`config.mk`:
```
export PLATFORM = sky130hd
export DESIGN_NAME = msrv32_dmem_access_ctrl
export DESIGN_NICKNAME = d
export VERILOG_FILES = /design/src/rtl/msrv32_dmem_access_ctrl.sv
export SDC_FILE = /design/constraint.sdc
export NUM_CORES = 1
export LEC_CHECK = 0
export CELL_PAD_IN_SITES_DETAIL_PLACEMENT = 0
export CELL_PAD_IN_SITES_GLOBAL_PLACEMENT = 1
export CORE_ASPECT_RATIO = 0.75
export CORE_MARGIN = 2
export CORE_UTILIZATION = 34
export CTS_CLUSTER_DIAMETER = 40
export DETAILED_ROUTE_END_ITERATION = 8
export PLACE_DENSITY_LB_ADDON = 0.1
export SLEW_MARGIN = 0
export SYNTH_ARGS = -nofsm -noshare
export SYNTH_HDL_FRONTEND = slang
export SYNTH_SLANG_ARGS = --single-unit
```
`constraint.sdc`:
```
create_clock -name ms_riscv32_mp_clk_in -period 3.6 [get_ports ms_riscv32_mp_clk_in]
set_input_delay 0.72 -clock ms_riscv32_mp_clk_in [delete_from_list [all_inputs] [get_ports ms_riscv32_mp_clk_in]]
set_output_delay 0.72 -clock ms_riscv32_mp_clk_in [all_outputs]
set_load 0.1 [all_outputs]
```
`src/rtl/msrv32_dmem_access_ctrl.sv`:
```
// rtl/msrv32_dmem_access_ctrl.sv - single-outstanding data-memory access controller for the AHB-lite-style data bus
module msrv32_dmem_access_ctrl #(
    parameter int TIMEOUT_CYCLES = 16,
    parameter int CNT_W          = 5
) (
    input  logic        ms_riscv32_mp_clk_in,
    input  logic        ms_riscv32_mp_rst_n_in,
    input  logic        req_valid_in,
    input  logic        req_write_in,
    input  logic [1:0]  req_size_in,
    input  logic [31:0] req_addr_in,
    input  logic [31:0] req_wdata_in,
    output logic        req_ready_out,
    output logic        dmtrans_out,
    output logic [31:0] dmaddr_out,
    output logic        dmwr_req_out,
    output logic [3:0]  dmwr_mask_out,
    output logic [31:0] dmdata_out,
    input  logic        hready_in,
    input  logic        hresp_in,
    input  logic [31:0] hrdata_in,
    output logic [31:0] ms_riscv32_mp_dmdata_out,
    output logic        ahb_resp_out,
    output logic        rsp_valid_out,
    output logic        err_out,
    output logic        stall_out
);

    typedef enum logic [1:0] {
        ST_IDLE = 2'd0,
        ST_ADDR = 2'd1,
        ST_WAIT = 2'd2,
        ST_DONE = 2'd3
    } state_t;

    localparam logic [CNT_W-1:0] CNT_LAST = CNT_W'(TIMEOUT_CYCLES - 1);

    state_t            state_q, state_d;
    logic [CNT_W-1:0]  cnt_q, cnt_d;
    logic [31:0]       addr_q, addr_d;
    logic              write_q, write_d;
    logic [31:0]       data_q, data_d;
    logic [3:0]        mask_q, mask_d;
    logic              err_q, err_d;
    logic [31:0]       rdata_q, rdata_d;

    logic              misaligned;
    logic [31:0]       lane_data;
    logic [3:0]        lane_mask;

    always_comb begin
        misaligned = 1'b0;
        case (req_size_in)
            2'b00:   misaligned = 1'b0;
            2'b01:   misaligned = req_addr_in[0];
            default: misaligned = (req_addr_in[1:0] != 2'b00);
        endcase
    end

    // Replicate store data across all lanes; the strobes pick the live bytes.
    always_comb begin
        lane_data = 32'd0;
        lane_mask = 4'b0000;
        if (req_write_in) begin
            case (req_size_in)
                2'b00: begin
                    lane_data = {4{req_wdata_in[7:0]}};
                    lane_mask = 4'b0001 << req_addr_in[1:0];
                end
                2'b01: begin
                    lane_data = {2{req_wdata_in[15:0]}};
                    lane_mask = 4'b0011 << {req_addr_in[1], 1'b0};
                end
                default: begin
                    lane_data = req_wdata_in;
                    lane_mask = 4'b1111;
                end
            endcase
        end
    end

    always_ff @(posedge ms_riscv32_mp_clk_in or negedge ms_riscv32_mp_rst_n_in) begin
        if (!ms_riscv32_mp_rst_n_in) begin
            state_q <= ST_IDLE;
            cnt_q   <= '0;
            addr_q  <= 32'd0;
            write_q <= 1'b0;
            data_q  <= 32'd0;
            mask_q  <= 4'b0000;
            err_q   <= 1'b0;
            rdata_q <= 32'd0;
        end else begin
            state_q <= state_d;
            cnt_q   <= cnt_d;
            addr_q  <= addr_d;
            write_q <= write_d;
            data_q  <= data_d;
            mask_q  <= mask_d;
            err_q   <= err_d;
            rdata_q <= rdata_d;
        end
    end

    always_comb begin
        state_d = state_q;
        cnt_d   = cnt_q;
        addr_d  = addr_q;
        write_d = write_q;
        data_d  = data_q;
        mask_d  = mask_q;
        err_d   = err_q;
        rdata_d = rdata_q;

        req_ready_out = 1'b0;
        dmtrans_out   = 1'b0;
        dmaddr_out    = 32'd0;
        dmwr_req_out  = 1'b0;
        dmwr_mask_out = 4'b0000;
        dmdata_out    = 32'd0;
        rsp_valid_out = 1'b0;
        err_out       = 1'b0;
        ahb_resp_out  = 1'b1;
        stall_out     = 1'b0;

        case (state_q)
            ST_IDLE: begin
                req_ready_out = req_valid_in;
                stall_out     = req_valid_in;
                if (req_valid_in) begin
                    addr_d  = req_addr_in;
                    write_d = req_write_in;
                    data_d  = lane_data;
                    mask_d  = lane_mask;
                    err_d   = misaligned;
                    state_d = misaligned ? ST_DONE : ST_ADDR;
                end
            end
            ST_ADDR: begin
                stall_out     = 1'b1;
                dmtrans_out   = 1'b1;
                dmaddr_out    = {addr_q[31:2], 2'b00};
                dmwr_req_out  = write_q;
                dmwr_mask_out = mask_q;
                dmdata_out    = data_q;
                state_d       = ST_WAIT;
            end
            ST_WAIT: begin
                stall_out     = 1'b1;
                dmaddr_out    = {addr_q[31:2], 2'b00};
                dmwr_req_out  = write_q;
                dmwr_mask_out = mask_q;
                dmdata_out    = data_q;
                if (hready_in) begin
                    err_d   = hresp_in;
                    if (!write_q) rdata_d = hrdata_in;
                    cnt_d   = '0;
                    state_d = ST_DONE;
                end else if (cnt_q == CNT_LAST) begin
                    // Bus never answered: abort with an error and a zeroed read word.
                    err_d   = 1'b1;
                    if (!write_q) rdata_d = 32'd0;
                    cnt_d   = '0;
                    state_d = ST_DONE;
                end else begin
                    cnt_d = cnt_q + 1'b1;
                end
            end
            ST_DONE: begin
                rsp_valid_out = 1'b1;
                err_out       = err_q;
                ahb_resp_out  = write_q | err_q;
                state_d       = ST_IDLE;
            end
            default: state_d = ST_IDLE;
        endcase
    end

    assign ms_riscv32_mp_dmdata_out = rdata_q;

endmodule

```
==> impl_metrics.csv <==
group,metric,value,unit
timing,hold_viol,0,
drt,dr.pass1.iters,4,
grt,track_usage,0.189,
timing,fin_crit,3000,ps
outcome,status,"complete, no violations",
critical_path,worstSetupPathDepth,5,
clock_tree,ctsHoldBuffers,0,
critical_path,arrival,2280,ps
grt,grt_pass1_wl,22700,µm
timing,grt_setup_unrepaired,"no",
die,die-area,15700,µm²
critical_path,crit_end,"dmdata_out[25]",
grt,grt_pass1_vias,4246,
timing,drv_slew,0,
layout,design_area,7390,µm²
critical_path,required,2880,ps
timing,max_freq,333,MHz
placed_design,hpwl,10600,µm
placed_design,placed_area,7080,µm²
critical_path,worstSetupEndpointType,"primary output",
critical_path,reg2reg_depth,7,
placed_design,numPlacedInstances,898,
synth,synth-simple-area-share,0.222,
layout,stdcell_count,914,
critical_path,crit_start,"state_q[0]",
synth,synth_warnings,0,
synth,synth-seq-area-share,0.535,
synth,ys_types,39,
drt,drtIter0Drc,235,
timing,setup_viol,0,
clock_tree,path_clk_slew,70,ps
synth,synth_top_family_by_area,"simple AND/OR/NAND/NOR gates",
layout,area_growth,47.7,%
timing,layout_worst_path_cycle_share,0.834,
synth,synth_seq_cells,107,
timing,fin_worst_skew,7.67,ps
grt,grt_max_degree,68,
synth,muxShareOfSynthArea,0.0425,
clock_tree,numClockSinks,107,
clock_tree,clk_path_buf_depth,2,
clock_tree,cts_buffers,9,
die,die_w,144,µm
flow_run,drv_cap,0,
drt,drc,0,
critical_path,cp_slowest_cell,"ha_2",
critical_path,rrSetupSlack,1510,ps
die,coreArea,14400,µm²
drt,routed_wl,14700,µm
critical_path,start_kind,"register",
die,die_height,109,µm
synth,synthAdderAreaFrac,0.0175,
die,rows,38,
die,start_util,0.348,
layout,antenna_cells,0,
synth,syn_area,5010,µm²
critical_path,crit_type,"reg -> out",
clock_tree,cts_root_buf,"clkbuf_16",
die,io-pin-count,211,
timing,relSlewSlack,0.313,
synth,avgSynthCellArea,9.74,µm²
critical_path,max_stage_delay,620,ps
layout,drive_above_1_share,0.164,
min_path,hp-class,"in -> async",
synth,synth_xor_area_frac,0,
synth,synth_compound_area_frac,0.133,
timing,worst_pin_slew,1030,ps
clock_tree,cts_setup_buffers,0,
critical_path,critical-path-top-delay-family,"buffers and inverters",
critical_path,crit-reg2reg-launch,"state_q[0]",
grt,antenna_found_initial,0,
drt,wl_per_cell,16.1,µm
placed_design,portBuffers,208,
layout,final_nets,820,
critical_path,reg2reg_to,"data_q[16]",
drt,vias,4257,
clock_tree,htreeDepth,3,
grt,globalRouteOverflowTotal,0,
drt,drt-vias-per-instance,4.66,
placed_design,gp_congestion,0.815,
synth,syn_inst,514,
critical_path,crit_fanout,27,
drt,drtAntennaViolNets,0,
clock_tree,cts_tree,"yes",
clock_tree,cts-resized-gates,0,
critical_path,cpMostUsedCell,"buf_4",
timing,tns,0,ps
critical_path,path_buf_inv,3,
clock_tree,insertion_delay,350,ps
critical_path,worstPathCellList,"inv_1, ha_2, buf_4, and2_1, buf_4",
-- registers in the layout, summed over array words and instances (netlist names) --
signal	flops
data_q	32
write_q	1
cnt_q	5
addr_q	30
err_q	1
ms_riscv32_mp_dmdata_out	32
mask_q	4
state_q	2
-- logic make-up (layout without fill, tap and decap cells) --
| kind of cell | after synthesis | after routing |
|---|---|---|
| other | 1 | 2 |
| adder cells (fa/ha/maj) | 7 | 7 |
| AND/OR/NAND/NOR | 234 | 234 |
| multiplexers | 20 | 20 |
| buffers and inverters | 44 | 243 |
| AO/OA/AOI/OAI | 101 | 101 |
| flip-flops | 107 | 107 |
-- worst reg2reg max path: stages, from the launching register on --
cell     delay [ps]
dfrtp_1         430
inv_1           130
ha_2            230
nand2_2          70
inv_2           160
buf_4           250
nand2_1         390
o21ai_0         320
-- how the worst min path moves through the flow --
stage	from	slack, ps	to	depth (start not counted)
2_1_floorplan	ms_riscv32_mp_rst_n_in	420	addr_q[10]	0
3_3_place_gp	addr_q[23]	450	addr_q[23]	2
3_5_place_dp	addr_q[20]	460	addr_q[20]	2
4_1_cts	ms_riscv32_mp_rst_n_in	450	addr_q[6]	1
5_1_grt	ms_riscv32_mp_rst_n_in	480	addr_q[6]	1
6_report	ms_riscv32_mp_rst_n_in	420	addr_q[6]	1
-- layer usage --
layer  part of all wire  wire [µm]  global-route usage
met1               0.48       7030               0.269
met2               0.44       6510               0.285
met3              0.069       1020              0.0540
met4             0.0096        141              0.0472
met5                  0          0                   0
-- cell usage in the layout, fill, tap and decap left out, types with 3 or more instances in the layout --
master and instances:
nand2_1 139, o21ai_0 25, mux2_2 10, clkbuf_16 9, a21oi_1 4, buf_4 79
inv_1 8, and2_1 69, dfrtp_1 107, mux2i_1 10, o21a_1 3, a22o_1 33
nor2_1 4, nand3_1 9, clkdlybuf4s50_1 134, o21ai_1 27, ha_1 6, buf_12 5
-- cell usage after synthesis, drive strengths merged --
library cell / instances / area share
buf: 21 / 0.032
nand2: 140 / 0.11
and2: 69 / 0.086
conb: 1 / 0.00075
and3: 1 / 0.0013
nand2b: 2 / 0.0025
a21boi: 1 / 0.0015
inv: 9 / 0.0067
nor4b: 1 / 0.0017
clkbuf: 14 / 0.011
o21a: 3 / 0.0045
ha: 7 / 0.017
a21oi: 5 / 0.0057
nand3: 9 / 0.0090
nor2b: 3 / 0.0042
o22ai: 2 / 0.0025
dfrtp: 107 / 0.53
nand4b: 1 / 0.0017
mux2i: 10 / 0.020
a22o: 33 / 0.058
and4b: 1 / 0.0027
o21ai: 53 / 0.054
a31o: 1 / 0.0017
o31a: 1 / 0.0017
nor2: 5 / 0.0042
nand3b: 1 / 0.0015
mux2: 10 / 0.022
nor3: 1 / 0.0010
o32a: 2 / 0.0040
-- layout make-up --
class | instances | area, µm²
Multi-Input combinational cell | 364 | 2090
Timing Repair Buffer | 218 | 2030
Inverter | 9 | 33.8
Clock buffer | 11 | 233
Tap cell | 200 | 250
Sequential cell | 107 | 2680
Clock inverter | 5 | 77.6
Fill cell | 1370 | 7010
-- metrics by stage --
step | hold WS [ps] | util | setup slack, ps
2_1_floorplan | 424 | - | 232
3_3_place_gp | 450 | 0.492 | 1010
3_5_place_dp | 456 | 0.492 | 946
4_1_cts | 452 | 0.513 | 568
5_1_grt | 480 | 0.513 | 392
6_report | 415 | 0.513 | 599
Power is left out: the tool's default activity adds up to more than one toggle a clock period on the data nets, which glitch-free logic cannot reach.
